===== src/rtl/wb_arbiter.sv =====
// Writeback arbiter: one small completion FIFO per execution source feeding
// three class ports (scalar / fp / vector), each with its own round-robin arbiter.
module wb_arbiter #(
  parameter int DATA_W     = 32,
  parameter int FIFO_DEPTH = 2
) (
  input  logic                clk,
  input  logic                rst,
  input  logic [3:0]          src_valid,
  output logic [3:0]          src_ready,
  input  logic [7:0]          src_class,
  input  logic [19:0]         src_rd,
  input  logic [4*DATA_W-1:0] src_data,
  output logic                wb_scalar_valid,
  output logic [4:0]          wb_scalar_rd,
  output logic [DATA_W-1:0]   wb_scalar_data,
  output logic                wb_fp_valid,
  output logic [4:0]          wb_fp_rd,
  output logic [DATA_W-1:0]   wb_fp_data,
  output logic                wb_vec_valid,
  output logic [4:0]          wb_vec_rd,
  output logic [DATA_W-1:0]   wb_vec_data,
  output logic                idle
);
  localparam int PW = (FIFO_DEPTH > 1) ? $clog2(FIFO_DEPTH) : 1;
  localparam int CW = $clog2(FIFO_DEPTH + 1);

  typedef struct packed {
    logic [1:0]        cls;
    logic [4:0]        rd;
    logic [DATA_W-1:0] data;
  } entry_t;

  entry_t            mem    [4][FIFO_DEPTH];
  logic [PW-1:0]     wr_ptr [4];
  logic [PW-1:0]     rd_ptr [4];
  logic [CW-1:0]     count  [4];
  entry_t            head   [4];
  logic [3:0]        push;
  logic [3:0]        pop;
  logic [3:0]        req    [3];
  logic [1:0]        rr_ptr [3];
  logic [1:0]        gidx   [3];
  logic [2:0]        gany;
  logic [2:0]        wb_valid;
  logic [4:0]        wb_rd   [3];
  logic [DATA_W-1:0] wb_data [3];

  function automatic logic [PW-1:0] ptr_inc(input logic [PW-1:0] p);
    return (p == PW'(FIFO_DEPTH - 1)) ? '0 : p + 1'b1;
  endfunction

  // NOTE: combinational blocks use blocking '=' and assign every output a default first, so no latch is inferred.
  always_comb begin
    push = '0;
    for (int i = 0; i < 4; i++) begin
      src_ready[i] = !rst && (count[i] < CW'(FIFO_DEPTH));
      push[i]      = src_valid[i] && src_ready[i];
      head[i]      = mem[i][rd_ptr[i]];
    end
  end

  // Each non-empty head requests exactly one port; class 11 folds into vector.
  always_comb begin
    for (int c = 0; c < 3; c++) req[c] = '0;
    for (int i = 0; i < 4; i++) begin
      if (count[i] != '0) begin
        if (head[i].cls[1])      req[2][i] = 1'b1;
        else if (head[i].cls[0]) req[1][i] = 1'b1;
        else                     req[0][i] = 1'b1;
      end
    end
  end

  always_comb begin
    logic       found;
    logic [1:0] idx;
    found = 1'b0;
    idx   = '0;
    pop   = '0;
    gany  = '0;
    for (int c = 0; c < 3; c++) begin
      gidx[c] = '0;
      found   = 1'b0;
      for (int k = 0; k < 4; k++) begin
        idx = rr_ptr[c] + 2'(k);
        if (!found && req[c][idx]) begin
          found   = 1'b1;
          gidx[c] = idx;
          pop[idx] = 1'b1;
        end
      end
      gany[c] = found;
    end
  end

  always_ff @(posedge clk or posedge rst) begin
    if (rst) begin
      for (int i = 0; i < 4; i++) begin
        wr_ptr[i] <= '0;
        rd_ptr[i] <= '0;
        count[i]  <= '0;
      end
    end else begin
      for (int i = 0; i < 4; i++) begin
        if (push[i]) wr_ptr[i] <= ptr_inc(wr_ptr[i]);
        if (pop[i])  rd_ptr[i] <= ptr_inc(rd_ptr[i]);
        count[i] <= count[i] + CW'(push[i]) - CW'(pop[i]);
      end
    end
  end

  // NOTE: FIFO storage has no reset; count gates every read, so stale words are never observed.
  always_ff @(posedge clk) begin
    for (int i = 0; i < 4; i++) begin
      if (push[i]) begin
        mem[i][wr_ptr[i]] <= '{cls:  src_class[2*i +: 2],
                               rd:   src_rd[5*i +: 5],
                               data: src_data[DATA_W*i +: DATA_W]};
      end
    end
  end

  // Ports: valid pulses for one cycle per grant; rd/data hold between grants.
  always_ff @(posedge clk or posedge rst) begin
    if (rst) begin
      wb_valid <= '0;
      for (int c = 0; c < 3; c++) begin
        rr_ptr[c]  <= '0;
        wb_rd[c]   <= '0;
        wb_data[c] <= '0;
      end
    end else begin
      wb_valid <= gany;
      for (int c = 0; c < 3; c++) begin
        if (gany[c]) begin
          rr_ptr[c]  <= gidx[c] + 2'd1;
          wb_rd[c]   <= head[gidx[c]].rd;
          wb_data[c] <= head[gidx[c]].data;
        end
      end
    end
  end

  always_comb begin
    idle = (wb_valid == '0);
    for (int i = 0; i < 4; i++) begin
      if (count[i] != '0) idle = 1'b0;
    end
  end

  assign wb_scalar_valid = wb_valid[0];
  assign wb_scalar_rd    = wb_rd[0];
  assign wb_scalar_data  = wb_data[0];
  assign wb_fp_valid     = wb_valid[1];
  assign wb_fp_rd        = wb_rd[1];
  assign wb_fp_data      = wb_data[1];
  assign wb_vec_valid    = wb_valid[2];
  assign wb_vec_rd       = wb_rd[2];
  assign wb_vec_data     = wb_data[2];
endmodule


===== config.mk =====
export PLATFORM = sky130hd
export DESIGN_NAME = wb_arbiter
export DESIGN_NICKNAME = d
export VERILOG_FILES = /design/src/rtl/wb_arbiter.sv
export SDC_FILE = /design/constraint.sdc
export NUM_CORES = 1
export LEC_CHECK = 0
export CELL_PAD_IN_SITES_DETAIL_PLACEMENT = 1
export CELL_PAD_IN_SITES_GLOBAL_PLACEMENT = 1
export CORE_MARGIN = 2
export CORE_UTILIZATION = 46
export DETAILED_ROUTE_END_ITERATION = 7
export GPL_ROUTABILITY_DRIVEN = 0
export GPL_TIMING_DRIVEN = 0
export MAX_ROUTING_LAYER = met4
export PLACE_DENSITY = 0.85
export SYNTH_ARGS = -nofsm -noshare
export SYNTH_HDL_FRONTEND = slang
export SYNTH_SLANG_ARGS = --single-unit

===== constraint.sdc =====
create_clock -name clk -period 5.7 [get_ports clk]
set_input_delay 0.57 -clock clk [delete_from_list [all_inputs] [get_ports clk]]
set_output_delay 0.57 -clock clk [all_outputs]
set_load 0.1 [all_outputs]

==> results of run 1 <==
[metrics by stage]
stage          TNS (ns)  hold WS [ns]  setup slack (ns)
6_report              0        0.5310            0.5583
5_1_grt               0        0.5411            0.4510
4_1_cts               0        0.5280            0.7813
3_5_place_dp          0        0.5117            0.7525
3_3_place_gp    -157.02        0.4753            -1.174
2_1_floorplan         0        0.4608             1.355
[path summary, 6_finish.rpt]
| kind | slack, ns | cells after the start | endpoint |
|---|---|---|---|
| setup / recovery | 0.56 | 12 | wb_vec_rd[4]$_DFFE_PP0P_ |
| hold / removal | 0.53 | 1 | count[7]$_DFF_PP0_ |
| setup reg to reg | 0.56 | 12 | wb_vec_rd[4]$_DFFE_PP0P_ |
| hold reg to reg | 0.53 | 1 | count[7]$_DFF_PP0_ |
| max in group asynchronous | 4.07 | 3 | wb_fp_data[17]$_DFFE_PP0P_ |
| min in group asynchronous | 0.78 | 2 | wb_valid[0]$_DFF_PP0_ |
[cells by family after synthesis]
kind of cell / after synthesis / share of synthesized area
mux: 354 / 0.1753
fa+ha+maj: 24 / 0.01387
simple gates: 272 / 0.05795
compound gates: 331 / 0.1292
flops: 448 / 0.5898
xor+xnor: 20 / 0.008088
buf+inv: 134 / 0.02582
[cells in the mapped netlist, drive strengths merged, types with 10 or more instances]
master	count
clkbuf	85
a221o	36
o21ai	14
xnor2	16
nor2	98
nand4	11
edfxtp	312
buf	28
o22ai	40
a211oi	74
mux2	56
a21oi	23
nor3	40
ha	24
mux2i	290
nand3	10
nand2	64
o221a	33
nor2b	21
inv	21
a31oi	27
o211a	26
dfrtp	136
[layer usage]
layer / part of all wire / GRT usage
met1: 0.36 / 0.3886
met3: 0.077 / 0.04701
met2: 0.48 / 0.5190
met4: 0.077 / 0.2167
met5: 0 / -
[state kept, by name, summed over array words and instances, names as in the netlist, 5 cells and up]
name / count
wb_fp_data: 32
wb_vec_data: 32
wb_fp_rd: 5
wb_scalar_data: 32
count: 8
wb_vec_rd: 5
wb_scalar_rd: 5
rr_ptr: 6
mem: 312
[final cells by class]
cell class / instances / area, um2 / area share
clock buffer: 72 / 1323 / 0.04903
multi-input combinational: 1001 / 8369 / 0.3103
inverter: 21 / 83.83 / 0.003108
sequential: 448 / 12770 / 0.4735
tap: 607 / 759.5 / 0.02816
clock inverter: 19 / 195.2 / 0.007236
buffer: 113 / 480.5 / 0.01781
timing repair buffer: 289 / 2990 / 0.1109
==> out/results.ini, run 1 <==
[setup_path]
crit_chain=clkbuf_1, inv_1, ha_1, clkbuf_1, mux4_2, o2bb2ai_1, mux2i_1, buf_2, buf_2, mux2i_1, mux2i_1, a21oi_1
slowest_stage=mux2i_1
timing.rr.start=rr_ptr[0]$_DFFE_PP0P_
crit_required_ns=6.23
cp-end-kind=register
crit_top_cell=mux2i_1
crit_type=reg -> reg
worstPathArrival_ns=5.67
worstPathMaxFanout=10
start_kind=register
path_buf_inv=5
critical_path.top_delay_family=multiplexers
max_stage_delay_ns=0.90
crit_path_start=rr_ptr[0]$_DFFE_PP0P_

[clock_network]
cts_max_level=2
clk_pin_slew_worst_paths_ns=0.06
cts_buffers=49
clock-sinks=448
cts_tree=done
cts_resized=0
cts_buffer_depth=3
clockRootBuffer=clkbuf_16
cts-hold-fix-buffers=0
post_cts_buffers=0
clk_latency_ns=0.60

[cells_and_area]
area_delta_synth_final_pct=24.55
layout_commonest_cell=edfxtp_1
final_nets=2109
drive_gt1_frac=0.1187
final_cell_area_mm2=0.02697
layout_common_cells=312 x edfxtp_1, 290 x mux2i_1, 280 x clkdlybuf4s50_1, 136 x dfrtp_1, 107 x clkbuf_1
diodes=0
post-route-util=0.5794
nFillCells=4579
stdcell_count=2570

[synth]
yosysTopAreaCell=edfxtp_1
synth_cells=1583
synth_cell_types=66
syn_nets=1769
netlist_area_mm2=0.02166
yosysSeqAreaShare=0.5898
ys_ff_latch=448
yosys_warnings=0
avgSynthCellArea_um2=13.68
synth_edf_count=312
synth.area.top_cells=edfxtp_1 43%, dfrtp_1 16%, mux2i_1 13%, a211oi_1 1.8%, mux2_2 1.8%
synthArstFlopShare=0.3036
synth_ff_type=edfxtp_1
synth_top_area_frac=0.4326

[floorplanning]
rows=79
start_util=0.4652
core_mm2=0.04656
die_h_um=221.0
pin_count=281
die_width_um=221.0
die_area_mm2=0.04883

[placed_design]
io_buffer_count=280
place_inst=2479
hpwl_um=58600
place_area_mm2=0.02545

[drt]
dr_total_vias=16860
route.detailed.drc=20
drt-total-wl_um=78660
antenna_left=0
dr.pass1.iters=8
wl_per_cell_um=30.61
routed_via_density=6.560
drtIter0Drc=2039

[run_status]
status=complete, but fails checks
violations=DRC

[sta]
hold_viol=0
slew_headroom=0.1631
period_needed_ns=5.142
fin_skew_ns=0.01425
timing.final.crit_share=0.9021
setup_viol=0
maxSlewViolCount=0
worst_pin_slew_ns=1.220
fmax_mhz=194.5
rsz0062_at_grt=no

[grt]
grt_pass1_vias=17550
antenna_found_initial=0
grt_max_degree=82
grt_usage=0.3265
grt_pass1_wl_um=115100
overflow=0

[hold_path]
hold_class=reg -> reg
hold_start=count[7]$_DFF_PP0_

[flow_run]
maxCapViolations=0

Power of run 1 is not shown: default switching activity piles up to over one toggle a cycle in this logic, so the estimate is an artifact.
==> run 2: changes to the inputs <==
Settings changed: CAP_MARGIN set to 0, CORE_UTILIZATION 46 to 45, GPL_TIMING_DRIVEN 0 to not set, PLACE_DENSITY 0.85 to 0.83.
==> out/results.ini, run 2 (synthesis results as in run 1) <==
[run_status]
status=complete, no violations

[drt]
wl_met3_um=4900  ; -19%
wl_per_cell_um=30.28  ; -1.1%
drtIter0Drc=1627  ; -20%
wl_met1_um=27160  ; -5.1%
route.detailed.drc=0  ; -100%
highest_layer=met4
dr.pass1.iters=7  ; -1
dr_total_vias=15860  ; -6.0%
antenna_left=0  ; unchanged
routed-wl-met2_um=38110  ; +0.56%
routed_via_density=6.350  ; -3.2%
drt-total-wl_um=75610  ; -3.9%

[placed_design]
hpwl_um=52520  ; -10%
io_buffer_count=280  ; unchanged

[cells_and_area]
final_nets=2025  ; -4.0%
area_delta_synth_final_pct=24.13
largest_register_ffs=312  ; unchanged
layout_commonest_cell=edfxtp_1
drive_gt1_frac=0.1398  ; +0.02112
layout_common_cells=312 x edfxtp_1, 289 x mux2i_1, 280 x clkdlybuf4s50_1, 132 x dfrtp_1, 92 x nor2_1

[clock_network]
post_cts_buffers=0  ; unchanged
cts_max_level=2  ; unchanged
clockRootBuffer=clkbuf_16
cts_resized=0  ; unchanged
cts_buffers=50  ; +2.0%
cts_tree=done
cts_buffer_depth=3  ; unchanged
cts-hold-fix-buffers=0  ; unchanged
clk_pin_slew_worst_paths_ns=0.06  ; about the same
clock-sinks=448  ; unchanged
clk_latency_ns=0.63  ; +0.03 ns

[sta]
hold_viol=0  ; unchanged
fin_skew_ns=0.03760  ; +0.02335 ns
setup_tns_ns=0  ; unchanged
maxSlewViolCount=0  ; unchanged
slew_headroom=0.1463  ; -0.01683
rsz0062_at_grt=no
worst_pin_slew_ns=1.254  ; +0.03337 ns
setup_viol=0  ; unchanged
timing.final.crit_share=0.7585  ; -0.1436
holdWs_ns=0.5212  ; -0.009815 ns
period_needed_ns=4.323  ; -0.8185 ns
fmax_mhz=231.3  ; +19%

[setup_path]
worstPathArrival_ns=4.81  ; -0.86 ns
worstPathMaxFanout=25  ; +15
cp-end-kind=register
start_kind=register
rrSetupSlack_ns=1.38  ; +0.82 ns
crit_path_start=rr_ptr[0]$_DFFE_PP0P_
crit_type=reg -> reg
r2r_cells=9  ; -3
crit_required_ns=6.19  ; -0.04 ns
r2r_end=wb_vec_data[1]$_DFFE_PP0P_
endpoint=wb_vec_data[1]$_DFFE_PP0P_
timing.rr.start=rr_ptr[0]$_DFFE_PP0P_

[grt]
grt_pass1_vias=17040  ; -2.9%
antenna_found_initial=1  ; +1
grt_pass1_wl_um=111200  ; -3.4%
grt_max_degree=68  ; -17%
overflow=0  ; unchanged
grt_usage=0.3121  ; -0.01441

[flow_run]
maxCapViolations=0  ; unchanged

[floorplanning]
die_area_mm2=0.04990  ; +2.2%
pin_count=281  ; unchanged
core_mm2=0.04765  ; +2.3%
start_util=0.4545  ; -0.01064
die_h_um=223.4  ; +1.1%
rows=80  ; +1.3%
die_width_um=223.4  ; +1.1%

[hold_path]
hold_class=in -> reg

## run 2: worst max-delay path, stage by stage, from the launching register on
cell	delay [ns]
dfrtp_1	0.66
inv_1	0.25
ha_1	0.49
mux4_2	0.63
o2bb2ai_1	0.20
mux2i_4	0.97
buf_4	0.42
mux2i_1	0.22
nor2_1	0.06
a221o_1	0.27
## run 2: area by class of cell
cell class / instances / area [um2]
fillers: 4633 / 20760
well taps: 615 / 769.5
clock inverters: 33 / 397.9
diodes: 1 / 2.502
inverters: 21 / 83.83
repair buffers: 317 / 3093
flip-flops and latches: 448 / 12780
clock buffers: 61 / 1333
multi-input cells: 1001 / 8427
## run 2: per-stage QoR
stage          utilization  setup slack, ns  area, um2  cells
6_report            0.5642            1.377      26880   2497
5_1_grt             0.5642            1.239      26880   2497
4_1_cts             0.5642            1.456      26880   2496
3_5_place_dp        0.5279            1.550      25150   2402
3_3_place_gp        0.5279            1.662      25150   2402
2_1_floorplan            -            1.355      21660   1583
## run 2: how the worst min path moves through the flow
stage	start	to	slack, ns	cells after the start
after floorplan	wr_ptr[0]$_DFFE_PP0P_	wr_ptr[0]$_DFFE_PP0P_	0.46	1
after global placement	count[1]$_DFF_PP0_	count[1]$_DFF_PP0_	0.50	1
after detailed placement	count[0]$_DFF_PP0_	count[0]$_DFF_PP0_	0.52	1
after CTS	src_data[126]	mem[3][30]$_DFFE_PP_	0.51	1
after global routing	src_data[89]	mem[2][64]$_DFFE_PP_	0.52	1
final	src_data[102]	mem[3][6]$_DFFE_PP_	0.52	1
## run 2: metal layers
layer,vias up,global-route usage
li1,6762,-
met1,8075,0.3523
met2,788,0.5217
met3,231,0.04847
met4,0,0.1968
met5,-,-
Power of run 2 is left out for the same reason.
